$ cat src/rtl/lenet_stream_loader.sv
// lenet_stream_loader
//   Host-side feeder for the LeNet-5 accelerator core. Takes 32-bit words from
//   the register bank over a valid/ready push interface and replays them onto
//   the core's weight, bias and fmap write strobes in load order, drives the
//   core clock enable, then waits for the classification result.
//
// Ports
//   clk, global_rst            clock, asynchronous active-high reset
//   user_reset                 synchronous clear (abort run, clear status)
//   i_start, i_fmap_only       run start pulse; fmap-only selects skip of weight/bias
//   i_wr_valid/o_wr_ready      host word handshake, i_wr_data is the word
//   o_ce                       core clock enable
//   o_weight/_buffer_we        weight data + strobe (W_BW)
//   o_bias_fc/o_bias_buffer_we bias data + strobe (B_BW)
//   o_fmap/_buffer_we          pixel data + strobe (I_BW)
//   i_classification_*         result, result valid, inference complete
//   o_result, o_busy, o_done, o_timeout, o_phase   status to the register bank
//
// State table
//   IDLE     | no run; waiting for i_start
//   WEIGHT   | forwarding N_WEIGHT words to the weight buffer
//   BIAS     | forwarding N_BIAS words to the bias buffer
//   FMAP     | forwarding N_FMAP words to the fmap buffer
//   WAIT_RES | core running; capture result, watch for end or timeout
//   DONE     | run finished (o_done or o_timeout tells which); i_start restarts

module lenet_stream_loader #(
  parameter int W_BW     = 8,
  parameter int B_BW     = 16,
  parameter int I_BW     = 8,
  parameter int N_WEIGHT = 3220,
  parameter int N_BIAS   = 10,
  parameter int N_FMAP   = 784,
  parameter int TIMEOUT  = 65535
) (
  input  logic            clk,
  input  logic            global_rst,
  input  logic            user_reset,
  input  logic            i_start,
  input  logic            i_fmap_only,
  input  logic            i_wr_valid,
  output logic            o_wr_ready,
  input  logic [31:0]     i_wr_data,
  output logic            o_ce,
  output logic [W_BW-1:0] o_weight,
  output logic            o_weight_buffer_we,
  output logic [B_BW-1:0] o_bias_fc,
  output logic            o_bias_buffer_we,
  output logic [I_BW-1:0] o_fmap,
  output logic            o_fmap_buffer_we,
  input  logic [3:0]      i_classification_result,
  input  logic            i_classification_en,
  input  logic            i_classification_end,
  output logic [3:0]      o_result,
  output logic            o_busy,
  output logic            o_done,
  output logic            o_timeout,
  output logic [2:0]      o_phase
);

  typedef enum logic [2:0] {
    IDLE     = 3'd0,
    WEIGHT   = 3'd1,
    BIAS     = 3'd2,
    FMAP     = 3'd3,
    WAIT_RES = 3'd4,
    DONE     = 3'd5
  } state_t;

  localparam int CNT_W = $clog2(N_WEIGHT + N_BIAS + N_FMAP + 1);
  localparam int TMO_W = $clog2(TIMEOUT + 1);

  localparam logic [CNT_W-1:0] LAST_WEIGHT = CNT_W'(N_WEIGHT - 1);
  localparam logic [CNT_W-1:0] LAST_BIAS   = CNT_W'(N_BIAS - 1);
  localparam logic [CNT_W-1:0] LAST_FMAP   = CNT_W'(N_FMAP - 1);
  localparam logic [TMO_W-1:0] TMO_LAST    = TMO_W'(TIMEOUT - 1);

  state_t           state;
  state_t           state_nxt;
  logic [CNT_W-1:0] word_cnt;
  logic [TMO_W-1:0] tmo_cnt;
  logic             xfer;
  logic             last_word;
  logic             start_ok;

  // Only the low slice of each word is meaningful; the rest is discarded.
  logic unused_data_bits;
  assign unused_data_bits = ^i_wr_data;

  assign o_wr_ready = (state == WEIGHT) || (state == BIAS) || (state == FMAP);
  assign o_ce       = o_wr_ready || (state == WAIT_RES);
  assign o_busy     = o_ce;
  assign o_phase    = state;
  assign xfer       = i_wr_valid && o_wr_ready;
  assign start_ok   = i_start && ((state == IDLE) || (state == DONE));

  always_ff @(posedge clk or posedge global_rst) begin
    if (global_rst) state <= IDLE;
    else            state <= state_nxt;
  end

  always_comb begin
    state_nxt = state;
    last_word = 1'b0;
    case (state)
      IDLE, DONE: begin
        if (i_start) state_nxt = i_fmap_only ? FMAP : WEIGHT;
      end
      WEIGHT: begin
        last_word = (word_cnt == LAST_WEIGHT);
        if (xfer && last_word) state_nxt = BIAS;
      end
      BIAS: begin
        last_word = (word_cnt == LAST_BIAS);
        if (xfer && last_word) state_nxt = FMAP;
      end
      FMAP: begin
        last_word = (word_cnt == LAST_FMAP);
        if (xfer && last_word) state_nxt = WAIT_RES;
      end
      WAIT_RES: begin
        if (i_classification_end || (tmo_cnt == TMO_LAST)) state_nxt = DONE;
      end
      default: state_nxt = IDLE;
    endcase
    if (user_reset) state_nxt = IDLE;
  end

  always_ff @(posedge clk or posedge global_rst) begin
    if (global_rst) begin
      word_cnt           <= '0;
      tmo_cnt            <= '0;
      o_weight           <= '0;
      o_weight_buffer_we <= 1'b0;
      o_bias_fc          <= '0;
      o_bias_buffer_we   <= 1'b0;
      o_fmap             <= '0;
      o_fmap_buffer_we   <= 1'b0;
      o_result           <= '0;
      o_done             <= 1'b0;
      o_timeout          <= 1'b0;
    end else if (user_reset) begin
      // A word accepted in this same cycle is dropped along with the run.
      word_cnt           <= '0;
      tmo_cnt            <= '0;
      o_weight           <= '0;
      o_weight_buffer_we <= 1'b0;
      o_bias_fc          <= '0;
      o_bias_buffer_we   <= 1'b0;
      o_fmap             <= '0;
      o_fmap_buffer_we   <= 1'b0;
      o_result           <= '0;
      o_done             <= 1'b0;
      o_timeout          <= 1'b0;
    end else begin
      o_weight_buffer_we <= 1'b0;
      o_bias_buffer_we   <= 1'b0;
      o_fmap_buffer_we   <= 1'b0;

      if (xfer) begin
        word_cnt <= last_word ? '0 : word_cnt + CNT_W'(1);
        case (state)
          WEIGHT: begin
            o_weight           <= i_wr_data[W_BW-1:0];
            o_weight_buffer_we <= 1'b1;
          end
          BIAS: begin
            o_bias_fc        <= i_wr_data[B_BW-1:0];
            o_bias_buffer_we <= 1'b1;
          end
          FMAP: begin
            o_fmap           <= i_wr_data[I_BW-1:0];
            o_fmap_buffer_we <= 1'b1;
          end
          default: ;
        endcase
      end

      if (start_ok) begin
        o_done    <= 1'b0;
        o_timeout <= 1'b0;
        word_cnt  <= '0;
        tmo_cnt   <= '0;
      end

      if (state == WAIT_RES) begin
        if (i_classification_en) o_result <= i_classification_result;
        // End has priority over an expiring timer in the same cycle.
        if (i_classification_end) begin
          o_done  <= 1'b1;
          tmo_cnt <= '0;
        end else if (tmo_cnt == TMO_LAST) begin
          o_timeout <= 1'b1;
          tmo_cnt   <= '0;
        end else begin
          tmo_cnt <= tmo_cnt + TMO_W'(1);
        end
      end
    end
  end

endmodule

$ cat config.mk
export PLATFORM = sky130hd
export DESIGN_NAME = lenet_stream_loader
export DESIGN_NICKNAME = d
export VERILOG_FILES = /design/src/rtl/lenet_stream_loader.sv
export SDC_FILE = /design/constraint.sdc
export NUM_CORES = 1
export LEC_CHECK = 0
export ABC_AREA = 0
export BUFFER_PORTS_ARGS = -buffer_cell sky130_fd_sc_hd__buf_2
export CORE_MARGIN = 2
export CORE_UTILIZATION = 40
export DETAILED_ROUTE_END_ITERATION = 10
export GPL_ROUTABILITY_DRIVEN = 0
export PLACE_DENSITY = 0.61
export SETUP_SLACK_MARGIN = 0.02
export SYNTH_ARGS = -nofsm -noshare
export SYNTH_HDL_FRONTEND = slang
export SYNTH_SLANG_ARGS = --single-unit
$ cat constraint.sdc
create_clock -name clk -period 4.4 [get_ports clk]
set_clock_uncertainty 0.2 [all_clocks]
set_input_delay 0.22 -clock clk [delete_from_list [all_inputs] [get_ports clk]]
set_output_delay 0.22 -clock clk [all_outputs]
set_load 0.005 [all_outputs]
==> impl_metrics.env, run 1 <==
export IMPL_numPortBuffers=74
export IMPL_hp_class="input port to flip-flop"
export IMPL_fp_dieW_um=99.87
export IMPL_grtUsageTotal_pct=18.46
export IMPL_viasPerCell=5.380
export IMPL_core_area_sq_um=8806
export IMPL_endpoint_kind="flip-flop"
export IMPL_crit_path_start_kind="flip-flop"
export IMPL_cp_num_cells=5
export IMPL_power_frac_comb_pct=30.0
export IMPL_drive_gt1_share_pct=20.00
export IMPL_timing_rr_start="o_phase[2]"
export IMPL_worst_pin_slew_ps=1212
export IMPL_cts_sinks=72
export IMPL_regToRegSetupSlack_ps=1540
export IMPL_synth_xor_area_share_pct=1.191
export IMPL_avgSynthCellArea_sq_um=8.815
export IMPL_worstSetupPathType="flip-flop to flip-flop"
export IMPL_tritoncts="done"
export IMPL_slowest_stage="a21oi_1"
export IMPL_min_period_ps=2858
export IMPL_finalPower_uw=1932
export IMPL_final_setup_tns_ps=0
export IMPL_grt_pass1_vias=3023
export IMPL_powerDensity_nw_per_um2=427.3
export IMPL_synth_simple_area_share_pct=25.83
export IMPL_critPathBufInv=0
export IMPL_p_switching_uw=683.7
export IMPL_area_growth_pct=22.97
export IMPL_max_stage_delay_ps=960
export IMPL_yosysMostFrequentCell="nand2_1"
export IMPL_seq_power_share_pct=42.8
export IMPL_ys_ff_latch=72
export IMPL_reg2regPathDepth=5
export IMPL_clkTransAtPathRegs_ps=80
export IMPL_dp_hpwl_um=6020
export IMPL_slew_viol_final=0
export IMPL_antenna_left=0
export IMPL_synth_top_cell_by_area="dfrtp_1"
export IMPL_fin_crit_sh_pct=64.95
export IMPL_chipHeight_um=99.87
export IMPL_synth_top_area_share_pct=49.01
export IMPL_synthArstFlopShare_pct=100.0
export IMPL_max_slew_margin_pct=19.22
export IMPL_synthMuxAreaShare_pct=1.906
export IMPL_crit_end="tmo_cnt[2]"
export IMPL_crit_required_ps=4460
export IMPL_syn_area_sq_um=3676
export IMPL_synth_fa_ha_area_share_pct=1.702
export IMPL_nFillCells=857
export IMPL_worstPathMaxFanout=21
export IMPL_crit_family="compound AO/OA/AOI/OAI gates"
export IMPL_p_sw_share_pct=35.40
export IMPL_grt_first_pass_wirelength_um=15010
export IMPL_outcome="finished clean"
export IMPL_h_tree_depth=3
export IMPL_initial_core_util_pct=41.74
export IMPL_synth_top_family_by_area="simple AND/OR/NAND/NOR gates"
export IMPL_final_util_pct=51.34
export IMPL_wl_um=9087
export IMPL_synth_edff_count=0
export IMPL_rr_endpoint="tmo_cnt[2]"
export IMPL_firstDrtPassIters=5
export IMPL_synth_nets=466
export IMPL_final_hold_viol_count=0
export IMPL_yosysWarnings=0
export IMPL_synth_distinct_cells=54
export IMPL_grt_setup_unrepaired="false"
export IMPL_clk_path_buf_depth=2
export IMPL_yosysSeqAreaShare_pct=49.01
export IMPL_synthTopCellsByArea="dfrtp_1 49%, nand2_1 9.7%, a21oi_1 5.7%"
export IMPL_cts_buffers=9
export IMPL_cts_root_buf="clkbuf_8"
export IMPL_max_cap_violations=0
export IMPL_intPower_uw=1248
export IMPL_setup_viol=0
export IMPL_p_leak_uw=0.002041
export IMPL_ios=91
export IMPL_wl_per_cell_um=14.70
export IMPL_cts_resized_gates=0
export IMPL_cp_data_arrival_time_ps=2920
export IMPL_grt_max_degree=52
export IMPL_drtIter0Drc=185
export IMPL_fin_nets=554
export IMPL_crit_path_start="o_phase[2]"
export IMPL_synthCells=417
export IMPL_synth_compound_area_share_pct=16.68
export IMPL_ys_flop_type="dfrtp_1"
export IMPL_die_area_sq_um=9973
export IMPL_synth_commonest_cells="95 x nand2_1, 72 x dfrtp_1, 42 x a21oi_1"
export IMPL_clock_fmax_mhz=349.9
export IMPL_clock_power_share_pct=27.3
export IMPL_worstSkewPairLatency_ps=340
export IMPL_rows=34
export IMPL_drc=0
export IMPL_grt_ovfl_total=0
export IMPL_antenna_cells=0
export IMPL_vias=3325
export IMPL_antenna_found_initial=0
export IMPL_worstPathCellList="xnor2_1 -> a21o_1 -> a21oi_1 -> o21ai_0 -> o21ai_1"
export IMPL_ir_worst_vdd_mv=0.2031
==> cell families (layout without fill, tap and decap cells) <==
kind of cell | Yosys count | count (layout)
AOI/OAI and AO/OA | 96 | 96
xor gates and xnor gates | 5 | 5
adders and majority gates | 5 | 5
buffers and inverters | 32 | 125
DFF | 72 | 72
muxes | 7 | 7
and+or+nand+nor | 200 | 200
==> cells in the final DEF (no fill, tap or decap), types with 3 or more instances in the layout <==
master | Yosys | final
nand2_1 | 95 | 95
buf_2 | 6 | 74
dfrtp_1 | 72 | 72
a21oi_1 | 42 | 42
nor2_1 | 26 | 26
dlygate4sd3_1 | 0 | 22
nand3_1 | 20 | 20
inv_1 | 11 | 10
nor3_1 | 10 | 10
clkbuf_8 | 0 | 10
o21ai_0 | 9 | 9
nor4_1 | 7 | 7
or3_1 | 7 | 7
a21o_1 | 7 | 7
mux2i_1 | 7 | 7
o21ai_1 | 7 | 7
nand4_1 | 6 | 6
nand2b_1 | 6 | 6
and3_1 | 5 | 5
ha_1 | 5 | 5
xnor2_1 | 4 | 4
or4_1 | 4 | 4
o22ai_1 | 4 | 4
o31ai_1 | 3 | 3
o2bb2ai_1 | 3 | 3
a31oi_1 | 3 | 3
a211oi_1 | 3 | 3
==> metrics by stage <==
step                      instance area (sq um)  worst slack, ps  instances  hold slack, ps
after floorplan                            3676             2155        417           150.7
after global placement                     4103             1602        580           260.7
after detailed placement                   4103             1509        580           262.7
after CTS                                  4521             1496        618           162.0
after global routing                       4521             1298        618           183.3
final                                      4521             1542        618           162.1
==> layer usage <==
metal,part of all wire (%),track usage (%)
met3,5.1,3.064
met2,44,27.34
met5,0,0
met1,50,27.65
met4,1.1,5.901
==> power by group through the flow <==
stage                     clock (uW)  combinational (uW)  sequential, uW
after floorplan                    0                 429             788
after global placement             0                 561             837
after detailed placement           0                 568             838
after CTS                        544                 584             825
after global routing             571                 650             841
final                            527                 579             826
==> area by class of cell <==
class	instances	area, sq um	area share, %
timing repair buffer	98	605.6	13.40
sequential	72	1802	39.86
tap	108	135.1	2.989
multi-input combinational	313	1739	38.47
clock inverter	5	56.30	1.246
inverter	11	41.29	0.9134
clock buffer	11	141.4	3.128
==> tightest hold or removal path: cells and delay by family <==
kind / cells / cell delay (ps)
AO/OA/AOI/OAI: 3 / 340
buffers and inverters: 1 / 80
==> state kept, by name (all words and copies together) (netlist names) <==
signal / flops
o_weight_buffer_we: 1
o_weight: 8
o_fmap_buffer_we: 1
word_cnt: 12
o_phase: 3
o_fmap: 8
o_timeout: 1
o_bias_buffer_we: 1
tmo_cnt: 16
o_result: 4
o_done: 1
o_bias_fc: 16
==> worst min path at each step <==
stage	start	end	slack, ps	depth (start not counted)
finish	i_fmap_only	o_phase[1]	160	4
global route	i_fmap_only	o_phase[1]	180	4
CTS	i_fmap_only	o_phase[1]	160	4
detailed placement	i_wr_data[11]	o_bias_fc[11]	260	3
global placement	i_wr_data[15]	o_bias_fc[15]	260	3
floorplan	i_wr_data[0]	o_bias_fc[0]	150	2
==> repair_timing <==
item,4_1_cts,5_1_grt
hold buffers,22,0
setup buffers,0,0
hold endpoints to repair,84,0
No activity file was read; power rests on OpenSTA's default activity.
==> inputs of run 2 (changes only) <==
clock period = 2.9 ns   (was 4.4 ns; I/O delays follow)
==> run 2 against run 1 <==
Compared with the run above:
- via count is 0.75% higher
- first-iteration DRC count is 19% lower
- core utilization is 0.75 points higher
- wire length hardly changed
- hold slack worse by 51 ps
- total power is 55% higher
- clock power is 52% higher
- register-to-register slack worse by 1000 ps
- die area stayed put
- sequential cell count stayed put
- critical path type unchanged
- largest power group unchanged
==> impl_metrics.env, run 2 (same netlist as run 1, synthesis figures left out) <==
export IMPL_vias=3350
export IMPL_final_hold_viol_count=0
export IMPL_antenna_cells=0
export IMPL_p_leak_uw=0.002081
export IMPL_drc=0
export IMPL_wl_per_cell_um=14.51
export IMPL_cts_resized_gates=0
export IMPL_layout_commonest_cell="nand2_1"
export IMPL_reg_top3="o_bias_fc x16, tmo_cnt x16, word_cnt x12"
export IMPL_area_growth_pct=24.78
export IMPL_numPortBuffers=74
export IMPL_chipHeight_um=99.87
export IMPL_worst_pin_slew_ps=1143
export IMPL_tritoncts="done"
export IMPL_die_area_sq_um=9973
export IMPL_grt_setup_unrepaired="false"
export IMPL_initial_core_util_pct=41.74
export IMPL_cts_buffers=9
export IMPL_grtUsageTotal_pct=19.27
export IMPL_fin_crit_sh_pct=82.28
export IMPL_ios=91
export IMPL_max_slew_margin_pct=23.77
export IMPL_finalPower_uw=2989
export IMPL_max_cap_violations=0
export IMPL_setup_viol=0
export IMPL_rows=34
export IMPL_drive_gt1_share_pct=21.24
export IMPL_hold_slack_ps=111.3
export IMPL_h_tree_depth=3
export IMPL_final_setup_tns_ps=0
export IMPL_min_period_ps=2386
export IMPL_grt_ovfl_total=0
export IMPL_grt_pass1_vias=3147
export IMPL_worstPathMaxFanout=19
export IMPL_worstSkewPairLatency_ps=350
export IMPL_cts_root_buf="clkbuf_8"
export IMPL_postCtsSetupBuffers=0
export IMPL_cts_sinks=72
export IMPL_critPathBufInv=0
export IMPL_endpoint_kind="flip-flop"
export IMPL_crit_required_ps=2960
export IMPL_crit_path_start_kind="flip-flop"
export IMPL_clk_path_buf_depth=2
export IMPL_crit_family="simple AND/OR/NAND/NOR gates"
export IMPL_stdcell_count=626
export IMPL_viasPerCell=5.351
export IMPL_grt_max_degree=46
export IMPL_wl_um=9084
export IMPL_max_stage_delay_ps=450
export IMPL_drtIter0Drc=149
export IMPL_worstPathCellList="or3b_4 -> or3_1 -> a21oi_4 -> a21oi_1 -> o22ai_1"
export IMPL_fin_nets=562
export IMPL_most_common_layout_cells="95 x nand2_1, 74 x buf_2, 72 x dfrtp_1, 42 x a21oi_1, 26 x nor2_1"
export IMPL_fp_dieW_um=99.87
export IMPL_core_area_sq_um=8806
export IMPL_antenna_left=0
export IMPL_ir_worst_vdd_mv=0.2868
export IMPL_worstSetupPathType="flip-flop to flip-flop"
export IMPL_powerDensity_nw_per_um2=651.7
export IMPL_hp_class="input port to flip-flop"
export IMPL_outcome="finished clean"
export IMPL_dp_hpwl_um=6141
export IMPL_slowest_stage="a21oi_4"
export IMPL_slew_viol_final=0
export IMPL_clkTransAtPathRegs_ps=80
export IMPL_firstDrtPassIters=5
export IMPL_antenna_found_initial=0
export IMPL_postCtsHoldBufs=23
export IMPL_grt_first_pass_wirelength_um=15370
export IMPL_cp_data_arrival_time_ps=2450
export IMPL_clock_fmax_mhz=419.1
export IMPL_dp_cells=587
==> run 2: routing by layer <==
metal / GRT usage (%) / share of wire [%] / vias up
li1: - / - / 1664
met1: 27.63 / 49 / 1599
met2: 29.63 / 46 / 80
met3: 2.925 / 4.3 / 7
met4: 7.271 / 0.88 / 0
met5: 0 / 0 / -
==> run 2: worst paths after layout <==
check / startpoint / to / slack (ps) / depth (start not counted)
max in group asynchronous: global_rst / o_bias_fc[5] / 1660 / 4
min reg2reg: o_done / o_done / 290 / 2
min in group asynchronous: global_rst / o_bias_fc[11] / 120 / 3
max reg2reg: o_phase[0] / tmo_cnt[8] / 510 / 5
max: o_phase[0] / tmo_cnt[8] / 510 / 5
min: i_fmap_only / o_phase[1] / 110 / 4
==> run 2: worst reg2reg max path: cells and delay by family (launching register included) <==
family             cells  cell delay (ps)
DFF                    1              420
AOI/OAI and AO/OA      3              810
and+or+nand+nor        2              880
==> run 2: per-stage QoR <==
stage / area (sq um) / setup slack [ps] / util (%)
2_1_floorplan: 3676 / 730.1 / -
4_1_cts: 4587 / 508.5 / 52.09
6_report: 4587 / 513.7 / 52.09
3_5_place_dp: 4155 / 564.4 / 47.19
3_3_place_gp: 4155 / 576.1 / 47.19
5_1_grt: 4587 / 211.6 / 52.09
==> run 2: layout make-up <==
class                   count  area [sq um]
fillers                   835          4219
flip-flops and latches     72          1802
multi-input cells         313          1739
repair buffers            106         668.1
well taps                 108         135.1
clock buffers               9         123.9
clock inverters             7         77.57
inverters                  11         41.29
==> run 2: report_power, final <==
part,switching (uW),internal (uW),leakage [uW]
sequential,70.7,1110,0.000996
clock,398,404,0.000100
combinational,602,409,0.000985
==> inputs of run 3 (changes only) <==
ABC_AREA = 1   (was 0)
clock period = 2.2 ns   (was 2.9 ns; I/O delays follow)
==> run 3 against run 2 <==
Compared with the run above:
- cell area increased by 3.3%
- global-route usage rose by 0.43 points
- non-clock buffer count grew 1
- first-iteration DRC count down 38%
- synthesized cell count is 13% higher
- register-to-register slack worse by 380 ps
- clock power grew 34%
- core utilization down 0.55 points
- die area up 2.4%
- largest cell class unchanged
- largest power group unchanged
==> impl_metrics.env, run 3 <==
export IMPL_max_cap_violations=0
export IMPL_synth_top_cell_by_area="dfrtp_1"
export IMPL_crit_family="buffers and inverters"
export IMPL_final_hold_viol_count=0
export IMPL_area_growth_pct=25.76
export IMPL_syn_area_sq_um=3769
export IMPL_synth_simple_area_share_pct=31.24
export IMPL_critPathBufInv=3
export IMPL_most_common_layout_cells="111 x nand2_1, 74 x buf_2, 71 x dfrtp_1, 55 x nand3_1, 52 x nor2_1"
export IMPL_avgSynthCellArea_sq_um=7.967
export IMPL_synth_top_area_share_pct=47.81
export IMPL_clock_fmax_mhz=482.9
export IMPL_worstPathMaxFanout=5
export IMPL_max_stage_delay_ps=580
export IMPL_fin_nets=628
export IMPL_slowest_stage="dlygate4sd3_1"
export IMPL_drc=0
export IMPL_worst_pin_slew_ps=603.2
export IMPL_antenna_left=0
export IMPL_numPortBuffers=74
export IMPL_power_frac_comb_pct=27.6
export IMPL_layout_commonest_cell="nand2_1"
export IMPL_chipHeight_um=101.1
export IMPL_worstPathCellList="inv_2 -> nand2_4 -> nor2_4 -> nand2_2 -> inv_1 -> nand2_1 -> a21oi_2 -> dlygate4sd3_1"
export IMPL_die_area_sq_um=10210
export IMPL_p_leak_uw=0.002475
export IMPL_seq_power_share_pct=42.3
export IMPL_crit_required_ps=2280
export IMPL_post_place_ws_ps=258.5
export IMPL_antenna_found_initial=0
export IMPL_cp_num_cells=8
export IMPL_max_slew_margin_pct=59.70
export IMPL_worstSetupPathType="flip-flop to flip-flop"
export IMPL_synth_distinct_cells=33
export IMPL_synth_nets=522
export IMPL_endpoint_kind="flip-flop"
export IMPL_clkTransAtPathRegs_ps=80
export IMPL_yosysMostFrequentCell="nand2_1"
export IMPL_slew_viol_final=0
export IMPL_cts_root_buf="clkbuf_8"
export IMPL_wl_um=9417
export IMPL_synthCells=473
export IMPL_h_tree_depth=3
export IMPL_core_area_sq_um=9196
export IMPL_fin_crit_sh_pct=94.13
export IMPL_ys_ff_latch=72
export IMPL_yosysSeqAreaShare_pct=47.81
export IMPL_grtUsageTotal_pct=19.70
export IMPL_tritoncts="done"
export IMPL_ios=91
export IMPL_cts_sinks=72
export IMPL_firstDrtPassIters=5
export IMPL_synth_edff_count=0
export IMPL_timing_rr_start="o_phase[0]"
export IMPL_ir_worst_vdd_mv=0.3373
export IMPL_drive_gt1_share_pct=23.29
export IMPL_vias=3423
export IMPL_initial_core_util_pct=40.98
export IMPL_grt_pass1_vias=3432
export IMPL_grt_setup_unrepaired="false"
export IMPL_dp_hpwl_um=6434
export IMPL_min_period_ps=2071
export IMPL_finalWorstSetupSlack_ps=129.0
export IMPL_wl_per_cell_um=13.55
export IMPL_hp_class="input port to flip-flop"
export IMPL_cp_data_arrival_time_ps=2150
export IMPL_clock_power_share_pct=30.1
export IMPL_fp_dieW_um=101.1
export IMPL_synth_xor_area_share_pct=1.627
export IMPL_setup_viol=0
export IMPL_reg_top3="o_bias_fc x16, tmo_cnt x16, word_cnt x12"
export IMPL_synthTopCellsByArea="dfrtp_1 48%, nand2_1 11%, nand3_1 7.3%"
export IMPL_synthArstFlopShare_pct=100.0
export IMPL_synth_commonest_cells="112 x nand2_1, 72 x dfrtp_1, 55 x nand3_1"
export IMPL_intPower_uw=2306
export IMPL_powerDensity_nw_per_um2=756.5
export IMPL_drtIter0Drc=92
export IMPL_viasPerCell=4.925
export IMPL_antenna_cells=0
export IMPL_worstHoldStart="user_reset"
export IMPL_synthMuxAreaShare_pct=0
export IMPL_synth_compound_area_share_pct=9.363
export IMPL_clk_path_buf_depth=2
export IMPL_crit_path_start="o_phase[0]"
export IMPL_grt_first_pass_wirelength_um=16060
export IMPL_final_setup_tns_ps=0
export IMPL_synth_top_family_by_area="simple AND/OR/NAND/NOR gates"
export IMPL_reg2regPathDepth=8
export IMPL_final_util_pct=51.54
export IMPL_p_sw_share_pct=35.70
export IMPL_cts_buffers=9
export IMPL_rows=35
export IMPL_outcome="finished clean"
export IMPL_grt_max_degree=73
export IMPL_crit_path_start_kind="flip-flop"
export IMPL_nFillCells=901
export IMPL_grt_ovfl_total=0
export IMPL_p_switching_uw=1280
export IMPL_min_path_cells=3
export IMPL_ys_flop_type="dfrtp_1"
export IMPL_synth_fa_ha_area_share_pct=1.660
export IMPL_yosysWarnings=0
export IMPL_worstSkewPairLatency_ps=350
## run 3: cell count changes after synthesis, sizes merged, moves of 6 or more
cell / change
inv: +50
nor2: +37
nand3: +36
nand2: +24
a21oi: -23
o21ai: +20
clkbuf: -10
a21o: -8
mux2i: -7
nor4: -7
or3: -7
nand2b: -6
## run 3: kinds of logic (layout without fill, tap and decap cells)
logic type	after synthesis	count (layout)
and+or+nand+nor	252	252
AOI/OAI and AO/OA	64	64
adders and majority gates	5	5
buffers and inverters	73	184
xor gates and xnor gates	7	7
DFF	72	72
## run 3: repair_timing
action | CTS | global route
resized for setup | 0 | 3
endpoints found under the hold margin | 114 | 0
setup endpoints to repair | 0 | 3
hold buffers | 28 | 0
setup buffers | 0 | 1
## run 3: final timing paths
path	end	slack (ps)
min	o_fmap_buffer_we	20
max	o_result[2]	130
min reg2reg	o_timeout	290
max reg2reg	o_result[2]	130
max in group asynchronous	word_cnt[9]	1270
min in group asynchronous	word_cnt[11]	190
## run 3: cell type report
| class | count | area, sq um | share of cell area [%] |
|---|---|---|---|
| clock inverters | 7 | 78.83 | 1.663 |
| inverters | 61 | 234.0 | 4.937 |
| repair buffers | 107 | 700.7 | 14.78 |
| multi-input cells | 328 | 1660 | 35.03 |
| well taps | 111 | 138.9 | 2.930 |
| clock buffers | 9 | 123.9 | 2.614 |
| flip-flops and latches | 72 | 1803 | 38.04 |
## run 3: worst min-delay path, cell delays in order
cell	delay, ps
buf_2	80
buf_4	260
nor2_4	70
## run 3: routing by layer
| layer | track usage [%] | vias to the layer above | share of wire (%) |
|---|---|---|---|
| li1 | - | 1721 | - |
| met1 | 25.94 | 1606 | 47 |
| met2 | 31.74 | 77 | 46 |
| met3 | 4.577 | 19 | 5.0 |
| met4 | 7.173 | 0 | 2.2 |
| met5 | 0 | - | 0 |
## run 3: per-stage QoR
stage	total power, uW	instances	hold WS, ps	instance area [sq um]
2_1_floorplan	2174	473	7.723	3769
3_3_place_gp	2475	650	27.69	4242
3_5_place_dp	2487	650	29.79	4242
4_1_cts	3619	694	0.2078	4725
5_1_grt	3813	695	38.82	4740
6_report	3586	695	17.61	4740
## run 3: power by group through the flow
stage	Combinational [uW]	Sequential, uW	Clock [uW]
final	989	1520	1080
after global routing	1120	1530	1160
after CTS	987	1520	1120
after detailed placement	948	1540	0
after global placement	938	1540	0
after floorplan	637	1540	0
